File: src/rtl/axis_cpu_fetch.sv
// Fetch stage: issues PC reads to a 1-cycle synchronous imem and buffers returns in a 2-entry FIFO.
// First vld two cycles after reset release, then 1 instr/cycle; credit-gated issue stalls while decode holds next_rdy low.
module axis_cpu_fetch #(
  parameter int PC_WIDTH    = 8,
  parameter int INSTR_WIDTH = 8,
  parameter int COUNT_WIDTH = 6
) (
  input  logic                   clk,
  input  logic                   rst_n,
  output logic [PC_WIDTH-1:0]    imem_addr,
  output logic                   imem_rd_en,
  input  logic [INSTR_WIDTH-1:0] imem_rdata,
  input  logic                   branch_mispredict,
  input  logic [PC_WIDTH-1:0]    branch_target,
  output logic [INSTR_WIDTH-1:0] instr_out,
  output logic [PC_WIDTH-1:0]    pc_out,
  output logic                   PC_en,
  output logic [COUNT_WIDTH-1:0] ocount,
  output logic                   vld,
  input  logic                   next_rdy
);

  typedef struct packed {
    logic [INSTR_WIDTH-1:0] instr;
    logic [PC_WIDTH-1:0]    pc;
    logic [COUNT_WIDTH-1:0] ocount;
  } entry_t;

  entry_t [1:0]          fifo_q, fifo_d;
  logic [1:0]            count_q, count_d;
  logic                  inflight_q;
  logic [PC_WIDTH-1:0]   pc_q, pc_d;
  logic [PC_WIDTH-1:0]   tag_q, tag_d;

  logic                  pop;
  logic                  push;
  logic [1:0]            used;

  assign vld       = (count_q != 2'd0);
  assign instr_out = fifo_q[0].instr;
  assign pc_out    = fifo_q[0].pc;
  assign ocount    = fifo_q[0].ocount;
  assign imem_addr = pc_q;
  assign PC_en     = imem_rd_en;

  assign pop  = vld && next_rdy;
  // An in-flight read always has a reserved slot, so a return can be pushed unconditionally.
  assign used = count_q + {1'b0, inflight_q} - {1'b0, pop};
  assign imem_rd_en = rst_n && !branch_mispredict && (used < 2'd2);
  assign push = inflight_q && !branch_mispredict;

  always_comb begin
    fifo_d  = fifo_q;
    count_d = count_q;
    pc_d    = pc_q;
    tag_d   = tag_q;

    if (PC_en) begin
      for (int i = 0; i < 2; i++) begin
        if (fifo_d[i].ocount != {COUNT_WIDTH{1'b1}})
          fifo_d[i].ocount = fifo_d[i].ocount + COUNT_WIDTH'(1);
      end
    end

    if (branch_mispredict) begin
      count_d = 2'd0;
      pc_d    = branch_target;
    end else begin
      if (pop) begin
        fifo_d[0] = fifo_d[1];
        count_d   = count_d - 2'd1;
      end
      if (push) begin
        fifo_d[count_d[0]].instr  = imem_rdata;
        fifo_d[count_d[0]].pc     = tag_q;
        fifo_d[count_d[0]].ocount = '0;
        count_d = count_d + 2'd1;
      end
      if (imem_rd_en) begin
        pc_d  = pc_q + PC_WIDTH'(1);
        tag_d = pc_q;
      end
    end
  end

  always_ff @(posedge clk or negedge rst_n) begin
    if (!rst_n) begin
      fifo_q     <= '0;
      count_q    <= 2'd0;
      inflight_q <= 1'b0;
      pc_q       <= '0;
      tag_q      <= '0;
    end else begin
      fifo_q     <= fifo_d;
      count_q    <= count_d;
      inflight_q <= imem_rd_en;
      pc_q       <= pc_d;
      tag_q      <= tag_d;
    end
  end

endmodule
File: config.mk
export PLATFORM = sky130hd
export DESIGN_NAME = axis_cpu_fetch
export DESIGN_NICKNAME = d
export VERILOG_FILES = /design/src/rtl/axis_cpu_fetch.sv
export SDC_FILE = /design/constraint.sdc
export NUM_CORES = 1
export LEC_CHECK = 0
export CORE_MARGIN = 2
export CORE_UTILIZATION = 48
export CTS_BUF_LIST = sky130_fd_sc_hd__clkbuf_16
export DETAILED_ROUTE_END_ITERATION = 6
export PLACE_DENSITY = 0.84
export RECOVER_POWER = 100
export SLEW_MARGIN = 20
export SYNTH_ARGS = -nofsm -noshare
export SYNTH_HDL_FRONTEND = slang
export SYNTH_SLANG_ARGS = --single-unit
File: constraint.sdc
create_clock -name clk -period 4.4 [get_ports clk]
set_clock_uncertainty 0.05 [all_clocks]
set_input_delay 0.44 -clock clk [delete_from_list [all_inputs] [get_ports clk]]
set_output_delay 0.44 -clock clk [all_outputs]
set_load 0.02 [all_outputs]
Yosys cells after proc, flatten, opt, wreduce, memory -nomap -nowiden
Index checks and enable logic that the tools add are counted.
{"block": "classes", "eq_ne": 2, "reduce_logical": 10, "bitwise_logic": 1, "muxes": 23, "add_sub_neg": 7, "order_cmp": 3}
{"op": "44-bit bitwise mux", "n": 3}
{"op": "22-bit demux with 1-bit select", "n": 3}
{"op": "22-bit 2-to-1 mux", "n": 3}
{"op": "28-bit 2-to-1 mux", "n": 2}
{"op": "6-bit 2-to-1 mux", "n": 5}
{"op": "8-bit 2-to-1 mux", "n": 2}
{"op": "14-bit 2-to-1 mux", "n": 1}
{"op": "6-bit by 1-bit adder with 6-bit output (second input constant)", "n": 2}
{"op": "6-bit != test (second input constant)", "n": 2}
{"op": "8-bit by 1-bit adder with 8-bit output (second input constant)", "n": 1}
{"op": "2-bit 2-to-1 mux", "n": 4}
{"op": "1-bit logical AND", "n": 5}
{"op": "2-bit AND reduction", "n": 2}
{"op": "2-bit nonzero test", "n": 2}
{"op": "2-bit by 1-bit adder with 2-bit output", "n": 1}
{"op": "2-bit by 1-bit adder with 2-bit output (second input constant)", "n": 1}
{"op": "1-bit by 2-bit less-than comparator with 1-bit output (second input constant)", "n": 1}
{"op": "2-bit less-than comparator (second input constant)", "n": 1}
{"op": "2-bit by 1-bit subtractor with 2-bit output", "n": 1}
{"op": "2-bit by 1-bit subtractor with 2-bit output (second input constant)", "n": 1}
{"op": "1-bit greater-or-equal comparator (second input constant)", "n": 1}
{"op": "1-bit zero test", "n": 1}
{"op": "1-bit inverter", "n": 1}
{"block": "totals", "word_cells": 56, "in_bits": 20, "reg_bits": 63}

Logic depth before layout (Yosys ltp)
Gate-level depths: netlist of run 1.
{"block": "logic_depth", "ltp_word": 13, "mapped_depth": 10, "depth_no_buf": 9}

Worst setup path after synthesis of run 1
OpenSTA, ideal clock, no wires.
{"block": "synth_timing", "kind": "register to output", "from": "register count_q[0]", "to": "output port imem_rd_en", "arrival_time_ps": 2062, "path_slack_ps": 1848, "path_stages_with_launch": 10, "required_time_ps": 3910, "cell_sequence": "dfrtp_1 -> inv_1 -> ha_1 -> nor2b_4 -> mux2i_4 -> mux2_4 -> inv_6 -> buf_6 -> buf_6 -> buf_4"}
{"block": "synth_between", "elab_chain_cells": 5}
{"element": "from (decl)", "line_no": "30", "rtl": "logic [1:0] count_q, count_d;"}
{"element": "from (signal assigned)", "line_no": "95", "rtl": "count_q <= count_d;"}
{"element": "parallel branches: the longest is 2 deep, another holds 2-bit by 1-bit adder with 2-bit output"}
{"element": "2-bit by 1-bit subtractor with 2-bit output (*)", "line_no": "48", "rtl": "assign used = count_q + {1'b0, inflight_q} - {1'b0, pop};"}
{"element": "2-bit less-than comparator (*)", "line_no": "49", "rtl": "assign imem_rd_en = rst_n && !branch_mispredict && (used < 2'd2);"}
{"element": "1-bit logical AND (*)", "line_no": "49"}
{"element": "to (decl)", "line_no": "11", "rtl": "output logic imem_rd_en,"}
Mark *: on every way between the ends.

Worst setup path after layout of run 1
{"block": "layout_timing", "from": "register count_q[1]", "to": "output port imem_rd_en"}
Same word-level chain as after synthesis.

==> results.md, run 1 <==
- Status: finished clean
- Starting Density: 50.3%
- Vias in the first global route: 2,544
- Synth Cell Area: 3250 µm²
- Post-cts sizing count: 0
- # port buffers: 52
- Clk root buf: clkbuf_16
- GRT overflow: 0
- Ys async rst share: 100%
- Pwr dens: 693 nW/µm²
- Worst Path Required: 3.91 ns
- CTS tree: done
- Layout Nets: 389
- DR vias/cell: 5.67
- Slew @ Worst Pin: 1.08 ns
- DRT iter0 DRCs: 178
- Initial DRT Pass Iterations: 4
- Post-synth top cells: 79 x nand2_1, 63 x dfrtp_1, 29 x nor2_1
- WL final: 7210 µm
- GRT Total Usage: 20.9%
- IO Pins: 53
- Clock Latency Late Sink: 0.33 ns
- RSZ-0062 raised after global routing: false
- Synth Instances: 335
- WP depth: 7
- Slowest stage delay, CP: 0.70 ns
- Most common cell in the netlist: nand2_1
- Yosys reg bits: 63
- Postcts setup bufs: 0
- Syn Nets: 360
- Htree depth: 3
- DRT antenna net count: 0
- Worst setup EP type: output port
- Setup violations, final: 0
- Largest net degree at the start of global routing: 66
- Leak: 1.82 nW
- Fill cells: 535
- CTS Hold Bufs: 0
- Die W: 86.3 µm
- Reg2Reg Depth: 9
- Initial antenna violation count: 0
- Fmax: 264 MHz
- Total CTS buffers: 9
- Slew Limit Headroom: 27.5%
- Routed via count: 2,529
- Row count: 29
- Number of flops mapped to enable cells by yosys: 0
- Die area: 7440 µm²
- Clock transition at path regs: 0.06 ns
- Final Max Tran Viols: 0
- Placer Congestion: 0.834
- WL per Instance: 16.2 µm
- Final Power: 0.00270 W
- Crit path cell chain: inv_1 > ha_1 > nor2b_1 > mux2i_1 > mux2_4 > inv_6 > dlygate4sd3_1
- Clock sinks: 63
- First-pass GRT wire length: 12,100 µm
- Primary FF master, synth: dfrtp_1
- Cell variety after synth: 50
- Bufs and invs on worst path: 3
- Die Y: 86.3 µm
- Final hold vios: 0
- Tmin final: 3.79 ns
- Share of cells above drive strength 1: 10.6%
- DP HPWL: 4640 µm
- Setup crit start kind: flop
- Largest fanout on the critical path: 26
- Area Overhead vs Synth: 20.0%
- Mean Syn Cell Area: 9.70 µm²
- CP delay by family, top: buffers and inverters
- Arrival time worst endpoint: 3.30 ns
- HP Class: in2async
- Core ar.: 6460 µm²
- Crit path max-delay cell type: dlygate4sd3_1
- Top cells by area, synth: dfrtp_1 49%, nand2_1 9.1%, mux2_2 5.5%, buf_4 5.3%, nor2_1 3.4%
- Leading area contributor after synthesis: dfrtp_1
- Number of max-cap violations: 0
- Sequential-to-total area share from yosys stat: 48.5%
- Yosys top cell area share: 48.5%
- Crit share post-route: 86.1%
- Antenna diodes: 0
- Ys Warns: 0
- Worst-case clock buffer depth: 2
- # DRC: 0
- VDD IR max: 0.000374 V
- CP Class: reg2out
- Final TNS setup: 0 ns
==> worst reg2reg max path: stages (launching register included) <==
cell	delay, ns
dfrtp_1	0.43
inv_1	0.14
ha_1	0.22
nor2b_1	0.37
mux2i_1	0.48
mux2_4	0.43
inv_6	0.20
nand2_1	0.15
mux2_1	0.36
a211oi_2	0.14
==> layout by cell type (no fill, tap or decap), drive strengths merged, types with 3 or more instances in the layout <==
cell type       n
dfrtp          63
dlygate4sd3    33
nor3            3
nor2b           5
mux2i           5
nand2          81
xnor2           3
nor2           29
buf             3
a21oi           4
ha              5
o21ai           9
xor2            5
clkbuf         10
clkdlybuf4s50  18
a31oi          15
nand3          11
and3            6
mux2           18
nand4           3
inv             9
==> per-stage QoR <==
| stage | hold slack, ns | cell area [µm²] | cells | utilization (%) | setup slack, ns |
|---|---|---|---|---|---|
| after detailed placement | 0.435 | 3640 | 430 | 56.4 | 1.10 |
| final | 0.329 | 3900 | 446 | 60.4 | 0.610 |
| after global routing | 0.410 | 3900 | 446 | 60.4 | 0.479 |
| after global placement | 0.431 | 3640 | 430 | 56.4 | 1.15 |
| after floorplan | 0.0944 | 3250 | 335 | - | 1.85 |
| after CTS | 0.314 | 3960 | 446 | 61.3 | 0.920 |
==> power breakdown <==
part	internal, W	leakage (nW)	switching, W
Clock	0.000491	0.153	0.000251
Combinational	0.000426	0.880	0.000519
Sequential	0.000818	0.788	0.000195
Total	0.00174	1.82	0.000965
==> cell families after synthesis <==
family	count (synthesis)	share of synthesized area (%)
mux	23	8.78
compound gates	44	9.94
flops	63	48.5
xor+xnor	8	2.16
buf+inv	45	8.51
simple gates	147	20.2
fa+ha+maj	5	1.93
==> metal layers <==
metal  up-vias  track usage, %  wire [µm]
met5         -               0          0
met4         0            9.23        152
met3        15            4.38        397
met2        84            34.5       3580
met1      1239            26.7       3080
li1       1191               -          -
==> final timing paths <==
check	startpoint	end	slack, ns
worst min-delay path	rst_n	imem_addr[6]$_DFFE_PN0P_	0.33
worst min register to register	tag_q[6]$_DFFE_PN0P_	tag_q[6]$_DFFE_PN0P_	0.45
min in group clk	tag_q[6]$_DFFE_PN0P_	tag_q[6]$_DFFE_PN0P_	0.45
worst max-delay path	count_q[1]$_DFF_PN0_	imem_rd_en	0.61
max in group asynchronous	rst_n	ocount[5]$_DFF_PN0_	3.46
worst max register to register	count_q[1]$_DFF_PN0_	ocount[1]$_DFF_PN0_	1.35
==> final cells by class <==
cell class	count	area, µm²	area share, %
Inverter	8	35.0	0.899
Tap cell	77	96.3	2.47
Multi-Input combinational cell	227	1340	34.4
Clock inverter	7	88.8	2.28
Sequential cell	63	1580	40.4
Timing Repair Buffer	55	537	13.8
Clock buffer	9	225	5.78
No activity file was read; power rests on OpenSTA's default activity.
==> run 2: changes to the inputs <==
PLACE_DENSITY = 0.73   (was 0.84)
==> run 2 against run 1 <==
  * The run now ends with max-capacitance violations, max-slew violations left
  * Register-to-register slack got worse by 0.17 ns
  * Die area did not move
  * Critical path depth did not move
  * Setup slack improved by 0.096 ns
  * Hold slack got worse by 0.040 ns
  * Fmax rose by 2.6%
  * Total power rose by 3.6%
  * Core utilization rose by 0.79 points
  * Critical endpoint is now PC_en
  * Combinational power fell by 0.6%
  * Sequential share of layout area fell by 0.53 points
  * First-iteration DRC count fell by 32%
  * Sequential cell count did not move
==> results.md, run 2 (same netlist as run 1, synthesis figures left out) <==
- Status: complete, but fails checks
- Failing checks: max-capacitance violations, max-slew violations
- Fmax: 271 MHz (+2.6%)
- Crit path max-delay cell type: dlygate4sd3_1
- Clock sinks: 63 (unchanged)
- Vias in the first global route: 2,395 (-5.9%)
- WL per Instance: 15.3 µm (-5.4%)
- Slowest stage delay, CP: 0.70 ns (about the same)
- Tmin final: 3.69 ns (-0.0962 ns)
- Postcts setup bufs: 0 (unchanged)
- CP Class: reg2out
- Worst r2r src: count_q[1]$_DFF_PN0_
- Final cell count without fillers: 447 (+0.22%)
- Clock transition at path regs: 0.05 ns (about the same)
- CP delay by family, top: buffers and inverters
- Layout Nets: 390 (+0.26%)
- DRT antenna net count: 0 (unchanged)
- Pre-CTS setup slack: 1.12 ns (+0.0201 ns)
- GRT overflow: 0 (unchanged)
- Arrival time worst endpoint: 3.20 ns (-0.10 ns)
- Leak: 1.85 nW (+1.5%)
- Largest net degree at the start of global routing: 66 (unchanged)
- Pwr dens: 708 nW/µm² (+2.3%)
- IO Pins: 53 (unchanged)
- CTS Hold Bufs: 0 (unchanged)
- Setup violations, final: 0 (unchanged)
- First-pass GRT wire length: 11,200 µm (-7.2%)
- HP Class: in2async
- Most frequent cells in the layout: 80 x nand2_1, 63 x dfrtp_1, 33 x dlygate4sd3_1
- Die W: 86.3 µm (unchanged)
- Routed via count: 2,438 (-3.6%)
- Worst setup EP type: output port
- Clock Latency Late Sink: 0.33 ns (about the same)
- FF/Latch Area: 1580 µm² (unchanged)
- Row count: 29 (unchanged)
- Reg2Reg Depth: 8 (-1)
- # DRC: 0 (unchanged)
- Placer Congestion: 0.802 (-3.9%)
- Initial DRT Pass Iterations: 4 (unchanged)
- Placed Area: 3650 µm² (+0.21%)
- Flop2flop setup slack: 1.18 ns (-0.17 ns)
- Antenna diodes: 0 (unchanged)
- Cell total after placement: 431 (+0.23%)
- Fin worst setup slack: 0.706 ns (+0.0962 ns)
- DRT iter0 DRCs: 121 (-32%)
- VDD IR max: 0.000335 V (-11%)
- CTS tree: done
- Core ar.: 6460 µm² (unchanged)
- Slew Limit Headroom: -0.240% (-28 points)
- Largest fanout on the critical path: 26 (unchanged)
- WHS: 0.290 ns (-0.0398 ns)
- Multi-input gate area: 1340 µm² (unchanged)
- Share of cells above drive strength 1: 10.3% (-0.30 points)
- Reg-to-Reg End: ocount[3]$_DFF_PN0_
- Final Max Tran Viols: 34 (+34)
- Crit share post-route: 84.0% (-2.2 points)
- Setup crit start kind: flop
- Total CTS buffers: 9 (unchanged)
- Starting Density: 50.3% (unchanged)
- Htree depth: 3 (unchanged)
- Fill cells: 549 (+2.6%)
- WP depth: 7 (unchanged)
- Worst-case clock buffer depth: 2 (unchanged)
- Crit path to: PC_en
- Final hold vios: 0 (unchanged)
- Crit path cell chain: inv_1 > ha_1 > nor2b_1 > mux2i_1 > mux2_4 > inv_6 > dlygate4sd3_1
- GRT Total Usage: 19.7% (-1.2 points)
- Clk root buf: clkbuf_16
- Post-Layout Inst Area: 3950 µm² (+1.3%)
- Slew @ Worst Pin: 1.50 ns (+0.419 ns)
- Worst Path Required: 3.91 ns (about the same)
- Die area: 7440 µm² (unchanged)
- Die Y: 86.3 µm (unchanged)
- WL final: 6830 µm (-5.2%)
- Initial antenna violation count: 0 (unchanged)
- CP startpoint: count_q[1]$_DFF_PN0_
- Final TNS setup: 0 ns (unchanged)
- RSZ-0062 raised after global routing: false
- Area Overhead vs Synth: 21.6%
- Most common cell after layout, fill and taps aside: nand2_1
- # port buffers: 52 (unchanged)
- Bufs and invs on worst path: 3 (unchanged)
- DR vias/cell: 5.45 (-3.8%)
- DP HPWL: 4380 µm (-5.7%)
- Number of max-cap violations: 1 (+1)
- Post-cts sizing count: 0 (unchanged)
## run 2: cell types whose count changed in the layout (fill, tap and decap cells not counted), sizes merged
| cell | change |
|---|---|
| bufinv | +2 |
| clkbuf | +1 |
| clkinvlp | -2 |
## run 2: worst min path at each step
stage,startpoint,endpoint,cells after the start
after floorplan,rst_n,async pin,0
after global placement,tag_q[0]$_DFFE_PN0P_,tag_q[0]$_DFFE_PN0P_,2
after detailed placement,tag_q[0]$_DFFE_PN0P_,tag_q[0]$_DFFE_PN0P_,2
after CTS,rst_n,count_q[1]$_DFF_PN0_,2
after global routing,rst_n,count_q[0]$_DFF_PN0_,2
final,rst_n,count_q[1]$_DFF_PN0_,2
## run 2: cell type report
| type | count | share of cell area, % |
|---|---|---|
| clock buffers | 9 | 5.70 |
| clock inverters | 7 | 3.45 |
| inverters | 8 | 0.887 |
| multi-input cells | 227 | 33.9 |
| flip-flops and latches | 63 | 39.9 |
| well taps | 77 | 2.44 |
| repair buffers | 56 | 13.7 |
## run 2: through the flow
stage                     total power [W]  utilization, %
after floorplan                   0.00176               -
after global placement            0.00199            56.5
after detailed placement          0.00203            56.5
after CTS                         0.00290            62.1
after global routing              0.00296            61.2
final                             0.00280            61.2
## run 2: metal layers
metal / vias to the layer above / wire length, µm / track usage [%]
met5: - / 0 / 0
met4: 0 / 107 / 8.81
met3: 8 / 320 / 6.48
met2: 64 / 3220 / 30.9
met1: 1177 / 3190 / 25.1
li1: 1189 / - / -
## run 2: power breakdown
group	total [W]	leakage, nW	switching (W)	internal, W
Clock	0.000857	0.178	0.000250	0.000607
Combinational	0.000939	0.881	0.000511	0.000428
Sequential	0.00100	0.788	0.000183	0.000818
Total	0.00280	1.85	0.000944	0.00185
